==> config.mk <==
export PLATFORM = sky130hd
export DESIGN_NAME = sv_cosim_capture
export DESIGN_NICKNAME = d
export VERILOG_FILES = /design/src/rtl/sv_cosim_capture.sv
export SDC_FILE = /design/constraint.sdc
export NUM_CORES = 1
export LEC_CHECK = 0
export BUFFER_PORTS_ARGS = -buffer_cell sky130_fd_sc_hd__buf_4
export CAP_MARGIN = 5
export CORE_ASPECT_RATIO = 1.5
export CORE_MARGIN = 8
export CORE_UTILIZATION = 25
export CTS_CLUSTER_SIZE = 28
export DETAILED_ROUTE_END_ITERATION = 10
export HOLD_SLACK_MARGIN = 0.12
export PLACE_DENSITY = 0.42
export REMOVE_ABC_BUFFERS = 1
export SLEW_MARGIN = 30
export SYNTH_ARGS = -nofsm -noshare
export SYNTH_HDL_FRONTEND = slang
export SYNTH_SLANG_ARGS = --single-unit
==> constraint.sdc <==
create_clock -name clk -period 5.2 [get_ports clk]
set_input_delay 1.04 -clock clk [delete_from_list [all_inputs] [get_ports clk]]
set_output_delay 1.04 -clock clk [all_outputs]
set_load 0.005 [all_outputs]
==> src/rtl/sv_cosim_capture.sv <==
// -----------------------------------------------------------------------------
// sv_cosim_capture
//
// Purpose:
//   Captures 128-bit result vectors from the gate-under-test stage into a
//   small FIFO. Each vector is replayed downstream as four 32-bit beats, most
//   significant word first. An optional running signature folds every
//   accepted vector into a 128-bit rotate-XOR accumulator.
//
// Configuration:
//   SV_COSIM_CAPTURE_SIG_EN - when defined, builds the signature register and
//                             the sig output port. When undefined, neither
//                             exists. All other behaviour is the same.
//
// Parameters:
//   DEPTH     - number of 128-bit vectors buffered (power of two, 2..16).
//
// Ports:
//   clk       - single clock; all state changes on its rising edge.
//   rst       - synchronous, active-high reset.
//   in_valid  - upstream vector present.
//   in_ready  - vector accepted when high together with in_valid.
//   in_data   - 128-bit vector, packed MSB-first.
//   out_valid - a serialized beat is present.
//   out_ready - downstream consumes the current beat.
//   out_data  - current 32-bit beat.
//   out_last  - marks the fourth (final) beat of a vector.
//   count     - FIFO occupancy in vectors.
//   sig       - running signature (only with SV_COSIM_CAPTURE_SIG_EN).
// -----------------------------------------------------------------------------
module sv_cosim_capture #(
  parameter int DEPTH = 4
) (
  input  logic                     clk,
  input  logic                     rst,
  input  logic                     in_valid,
  output logic                     in_ready,
  input  logic [127:0]             in_data,
  output logic                     out_valid,
  input  logic                     out_ready,
  output logic [31:0]              out_data,
  output logic                     out_last,
  output logic [$clog2(DEPTH):0]   count
`ifdef SV_COSIM_CAPTURE_SIG_EN
  ,
  output logic [127:0]             sig
`endif
);

  localparam int PW = $clog2(DEPTH);

  logic [127:0]  r_mem [DEPTH];
  logic [PW-1:0] r_wr_ptr;
  logic [PW-1:0] r_rd_ptr;
  logic [PW:0]   r_count;
  logic [1:0]    r_beat;

  logic          w_full;
  logic          w_push;
  logic          w_beat_xfer;
  logic          w_pop;
  logic [127:0]  w_head;

  // Readiness depends only on registered occupancy, so a pop in the same
  // cycle never opens a full FIFO. During reset, the input is reported ready
  // and the output is reported idle, whatever the stale occupancy is.
  assign w_full      = (r_count == (PW+1)'(DEPTH));
  assign in_ready    = rst | ~w_full;
  assign out_valid   = ~rst & (r_count != '0);
  assign w_push      = in_valid & in_ready & ~rst;
  assign w_beat_xfer = out_valid & out_ready;
  assign w_pop       = w_beat_xfer & (r_beat == 2'd3);
  assign out_last    = out_valid & (r_beat == 2'd3);
  assign count       = r_count;
  assign w_head      = r_mem[r_rd_ptr];

  // Beat 0 carries bits 127:96. Idle output is forced to zero.
  always_comb begin
    // NOTE: every signal assigned in always_comb gets a default first, so no path can infer a latch.
    out_data = '0;
    if (out_valid) begin
      unique case (r_beat)
        2'd0: out_data = w_head[127:96];
        2'd1: out_data = w_head[95:64];
        2'd2: out_data = w_head[63:32];
        2'd3: out_data = w_head[31:0];
      endcase
    end
  end

  // NOTE: the vector storage has no reset. Occupancy and pointers decide which entries are live, so reset stays off the wide data path.
  always_ff @(posedge clk) begin
    if (w_push) begin
      r_mem[r_wr_ptr] <= in_data;
    end
  end

  // Pointers wrap naturally because DEPTH is a power of two.
  always_ff @(posedge clk) begin
    if (rst) begin
      r_wr_ptr <= '0;
      r_rd_ptr <= '0;
      r_count  <= '0;
      r_beat   <= '0;
    end else begin
      if (w_push) begin
        r_wr_ptr <= r_wr_ptr + PW'(1);
      end
      if (w_pop) begin
        r_rd_ptr <= r_rd_ptr + PW'(1);
      end
      // The 2-bit beat index wraps from 3 back to 0 on the popping transfer.
      if (w_beat_xfer) begin
        r_beat <= r_beat + 2'd1;
      end
      unique case ({w_push, w_pop})
        2'b10:   r_count <= r_count + (PW+1)'(1);
        2'b01:   r_count <= r_count - (PW+1)'(1);
        default: r_count <= r_count;
      endcase
    end
  end

`ifdef SV_COSIM_CAPTURE_SIG_EN
  logic [127:0] r_sig;

  // Rotate left by one, then fold in each accepted vector.
  always_ff @(posedge clk) begin
    if (rst) begin
      r_sig <= '0;
    end else if (w_push) begin
      r_sig <= {r_sig[126:0], r_sig[127]} ^ in_data;
    end
  end

  assign sig = r_sig;
`endif

endmodule

# After elaboration in Yosys (flattened, before gate mapping)
# Memory sizes are Yosys's and may differ from the RTL's. A register that Yosys moved wholly into a read port is not among the register bits.
# Cells that the tools add are included.
# op_classes
n_addsub	5
eq_ne	6
n_mux	7
bitwise	9
n_reduce_logical	3
# ops
cell	count
one-hot mux 32 bit (4 select lines)	1
two-way mux 32 bit	1
adder 2 x 1 -> 2 bit, second input constant	3
bitwise AND 1 bit	6
== test 2 bit, second input constant	3
one-hot mux 3 bit (2 select lines)	1
== test 2 x 1 -> 1 bit, second input constant	2
two-way mux 2 bit	2
adder 3 x 1 -> 3 bit, second input constant	1
== test 3 bit, second input constant	1
nonzero test 3 bit	1
subtractor 3 x 1 -> 3 bit, second input constant	1
logical NOT 2 bit	1
two-way mux 1 bit	2
NOT 1 bit	2
nonzero test 2 bit	1
bitwise OR 1 bit	1
# totals
ff_bits	9
ramBits	512
out_inout_bits	38
word_cells	35
memories	1
# memory_table
memory	words	word_bits	read_ports	rd_clocked_by_memory_dff	wr	line_no	source
r_mem	4	128	1	1	1	52	logic [127:0] r_mem [DEPTH];

# Logic depth before layout (Yosys ltp)
# depth
depth_word	7
ltp_mapped	10

# Worst setup path before layout
# Ideal clock, no wire load.
# synth_path
path_kind	input to register
start	in rst
end	mem r_mem[0][0], enable pin
arrival_ps	4405
path_slack_ps	292
cell_stages	3
path_cell_list	clkbuf_1 -> nor2_1 -> and2_1
# synth_via
elab_chain_len	5
word_cells_on_any_way	6
classes_between	mux (2); bitwise (4)
# synth_lines
element	line_no	source
start: declaration	35	input logic rst,
bitwise OR 1 bit	68	assign in_ready = rst | ~w_full;
bitwise AND 1 bit	70	assign w_push = in_valid & in_ready & ~rst;
bitwise AND 1 bit (*)	70	
two-way mux 1 bit (*)	93	if (w_push) begin
two-way mux 1 bit (not written as such) (*)	94	r_mem[r_wr_ptr] <= in_data;
end: declaration	52	
# Mark *: on every way between the ends. The rest lies on a longest branch, timed or not.

==> reports/qor.log <==
qor: drt.antenna_left 0
qor: floorplan.placement_rows 128
qor: power_and_ir_drop.power 9.04 mW
qor: setup_path.crit_slowest_cell sky130_fd_sc_hd__a2111oi_0
qor: layout.net_total_in_the_final_layout 1457
qor: floorplan.die_boundary_width 249 µm
qor: setup_path.cell_with_the_most_instances_on_the_worst_path sky130_fd_sc_hd__buf_4
qor: power_and_ir_drop.powerDensity 368 nW/µm²
qor: global_routing.via_count_of_the_first_global_routing_pass 11300
qor: yosys.synth_async_sr_flop_share 0%
qor: floorplan.placeableCoreArea 80900 µm²
qor: global_routing.grt_antenna_before_repair 10
qor: timing.timing_max_transition_violations_final 0
qor: setup_path.cp-start-kind flop
qor: drt.first_pass_iters 5
qor: setup_path.worstPathMaxFanout 39
qor: hold_path.min-delay-path-class reg -> reg
qor: setup_path.crit_chain nand2b_2 -> buf_4 -> o22ai_1 -> a2111oi_0 -> a21oi_1 -> buf_4
qor: power_and_ir_drop.clock_power_share 43.4%
qor: cts.cts_max_path_buffers 3
qor: timing.number_of_endpoints_with_negative_hold_slack_in_the_final_report 0
qor: layout.nFillCells 7914
qor: global_routing.grt_util_all_layers 11.5%
qor: drt.drt_first_iter_violations 546
qor: cts.clock-sinks 523
qor: floorplan.num_io_pins 170
qor: run_status.result_of_the_run finished clean
qor: cts.postCtsSetupRepairBufs 0
qor: cts.postCtsHoldBufs 0
qor: layout.area_growth 21.2%
qor: cts.clock_tree_from_tritoncts built
qor: setup_path.required_time_of_the_worst_setup_path 4.16 ns
qor: setup_path.worst-endpoint-arrival 3.43 ns
qor: drt.wirelength 53.8 mm
qor: cts.clkSlewWorstSetupHoldPaths 0.06 ns
qor: floorplan.floorplan.die_area 90800 µm²
qor: place.dp_hpwl 30.8 mm
qor: yosys.synth-warning-count 0
qor: yosys.yosys.cell_types.count 40
qor: drt.post_route_drc_violation_count 0
qor: layout.most_common_library_cell_in_the_layout_ignoring_fill_and_taps sky130_fd_sc_hd__edfxtp_1
qor: setup_path.timing.rr.start r_beat[0]
qor: timing.grt_setup_unrepaired false
qor: timing.final-setup-viol-count 0
qor: power_and_ir_drop.cellInternalPower 7.16 mW
qor: timing.worst-slew-pin-transition 0.971 ns
qor: power_and_ir_drop.p_comb_share 3.8%
qor: yosys.netlist_area 20300 µm²
qor: timing.final_worst_path_period_share 86.0%
qor: drt.num_vias 10600
qor: timing.fmaxAchievable 224 MHz
qor: power_and_ir_drop.power.sequential.fraction 52.8%
qor: yosys.syn-mean-instance-area 18.0 µm²
qor: cts.number_of_h_tree_levels 2
qor: layout.utilization 30.4%
qor: layout.finalInstanceArea 24600 µm²
qor: layout.post_route_cells_drive_above_1_share 23.6%
qor: timing.layout_min_cycle_time 4.47 ns
qor: place.place_area 22800 µm²
qor: floorplan.die_y 365 µm
qor: cts.postCtsResizedCells 0
qor: global_routing.first_pass_grt_wire_length 77.7 mm
qor: power_and_ir_drop.sw_frac_of_total 20.8%
qor: yosys.yosysSeqAreaShare 76.8%
qor: global_routing.pin_count_of_the_biggest_net_entering_global_routing 129
qor: timing.worst_skew 0.0152 ns
qor: power_and_ir_drop.power.net_switching 1.88 mW
qor: drt.viasPerCell 4.41
qor: cts.cts_made_buffers 56
qor: timing.slew_headroom 35.2%
qor: layout.most-common-layout-cells sky130_fd_sc_hd__edfxtp_1, sky130_fd_sc_hd__buf_4, sky130_fd_sc_hd__mux2i_1, sky130_fd_sc_hd__nor2_1, sky130_fd_sc_hd__a21oi_1
qor: timing.finalSetupTns 0 ns
qor: drt.avgRoutedWirePerCell 22.4 µm
qor: yosys.syn_inst_count 1129
qor: place.port_buffers 169
qor: setup_path.path_class reg -> out
qor: yosys.post_synth_edffs 512
qor: run.count_of_maximum_capacitance_violations 0
qor: yosys.ys_dominant_reg_cell sky130_fd_sc_hd__edfxtp_1
qor: global_routing.grt_remaining_overflow 0
qor: floorplan.initial_core_util 25.1%
qor: hold_path.timing.hold.worst.start r_rd_ptr[1]
qor: power_and_ir_drop.power.static_leakage 7.63 nW
qor: yosys.postSynthRegisterBits 523
qor: cts.worstSkewPairLatency 0.61 ns
qor: setup_path.crit_path_end_kind output pin
qor: place.post-place-cells 2296
qor: place.gp_congestion 0.694
qor: setup_path.critical-path-max-stage-delay 0.80 ns
qor: cts.clk_root_buffer_cell sky130_fd_sc_hd__clkbuf_16
qor: power_and_ir_drop.vdd_ir_drop_max 0.226 mV
qor: layout.instances_no_fill 2403
## synthesized netlist by cell type (2+ instances only)
library cell / instances / area share [%]
sky130_fd_sc_hd__o22ai_1: 30 / 0.92
sky130_fd_sc_hd__buf_4: 5 / 0.18
sky130_fd_sc_hd__o31ai_1: 2 / 0.074
sky130_fd_sc_hd__clkbuf_1: 22 / 0.41
sky130_fd_sc_hd__dfxtp_1: 11 / 1.1
sky130_fd_sc_hd__and2_1: 5 / 0.15
sky130_fd_sc_hd__mux4_2: 32 / 3.5
sky130_fd_sc_hd__nand2b_1: 3 / 0.092
sky130_fd_sc_hd__buf_6: 6 / 0.33
sky130_fd_sc_hd__buf_2: 29 / 0.71
sky130_fd_sc_hd__a2111oi_1: 20 / 0.99
sky130_fd_sc_hd__o21ai_1: 9 / 0.22
sky130_fd_sc_hd__buf_8: 2 / 0.15
sky130_fd_sc_hd__xor2_1: 2 / 0.086
sky130_fd_sc_hd__a2111oi_0: 11 / 0.47
sky130_fd_sc_hd__nor3_1: 2 / 0.049
sky130_fd_sc_hd__ha_1: 9 / 0.55
sky130_fd_sc_hd__edfxtp_1: 512 / 76
sky130_fd_sc_hd__o21ai_0: 56 / 1.4
sky130_fd_sc_hd__nand2_1: 6 / 0.11
sky130_fd_sc_hd__inv_1: 11 / 0.20
sky130_fd_sc_hd__mux4_1: 2 / 0.26
sky130_fd_sc_hd__xnor2_1: 3 / 0.13
sky130_fd_sc_hd__buf_12: 2 / 0.20
sky130_fd_sc_hd__nor2_1: 72 / 1.3
sky130_fd_sc_hd__mux2i_1: 156 / 7.7
sky130_fd_sc_hd__nand3_1: 32 / 0.79
sky130_fd_sc_hd__a21oi_1: 65 / 1.6
## power groups by stage
stage | Clock [mW] | Sequential, mW | Combinational, mW
CTS | 4.06 | 4.77 | 0.360
detailed placement | 0 | 4.86 | 0.359
global placement | 0 | 4.86 | 0.354
global route | 4.21 | 4.78 | 0.384
floorplan | 0 | 4.87 | 0.122
finish | 3.92 | 4.77 | 0.346
## flip-flops by register name, summed over array words and instances, names as in the netlist, named ones only
register and count:
count 3, r_mem 512, r_wr_ptr 2, r_rd_ptr 2, r_beat 2
## worst max-delay path: cells and delay by family (launching register included)
family,cells,cell delay (ns)
DFF,1,0.75
buffers and inverters,2,0.49
and+or+nand+nor,1,0.49
AOI/OAI and AO/OA,3,1.07
## cell families (layout without fill, tap and decap cells)
logic type	count (synthesis)	count (layout)	share of synthesized area [%]
XOR/XNOR	5	5	0.216
other	0	5	0
buffers and inverters	77	306	2.19
adder cells (fa/ha/maj)	10	10	0.653
AND/OR/NAND/NOR	127	127	2.81
multiplexers	190	190	11.5
AO/OA/AOI/OAI	197	197	5.82
flip-flops	523	523	76.8
## through the flow
step           worst slack, ns  hold WS [ns]
3_3_place_gp              1.19         0.476
2_1_floorplan            -2.93         0.428
3_5_place_dp              1.28         0.469
4_1_cts                  0.624         0.495
6_report                 0.729         0.466
5_1_grt                  0.496         0.525
## layout make-up
| cell class | instances | area, µm² | share of cell area (%) |
|---|---|---|---|
| repair buffers | 194 | 1550 | 6.31 |
| diodes | 5 | 12.5 | 0.0509 |
| flip-flops and latches | 523 | 15600 | 63.4 |
| multi-input cells | 529 | 4300 | 17.5 |
| clock inverters | 33 | 303 | 1.23 |
| clock buffers | 68 | 1490 | 6.05 |
| inverters | 11 | 41.3 | 0.168 |
| well taps | 1040 | 1300 | 5.29 |
## worst paths after layout
check                 to  cells past startpoint  slack, ns
max reg2reg     count[2]                      8       2.67
min                 flop                      1       0.47
max          out_data[3]                      6       0.73
min reg2reg         flop                      1       0.47
## layer usage
| metal | GRT usage (%) | routed length [µm] | up-vias |
|---|---|---|---|
| met4 | 3.09 | 1100 | 6 |
| met3 | 2.71 | 2350 | 72 |
| met2 | 20.3 | 27100 | 198 |
| met5 | 0 | 41 | - |
| met1 | 14.0 | 23200 | 5443 |
| li1 | - | - | 4884 |
No activity file was read; power rests on OpenSTA's default activity.
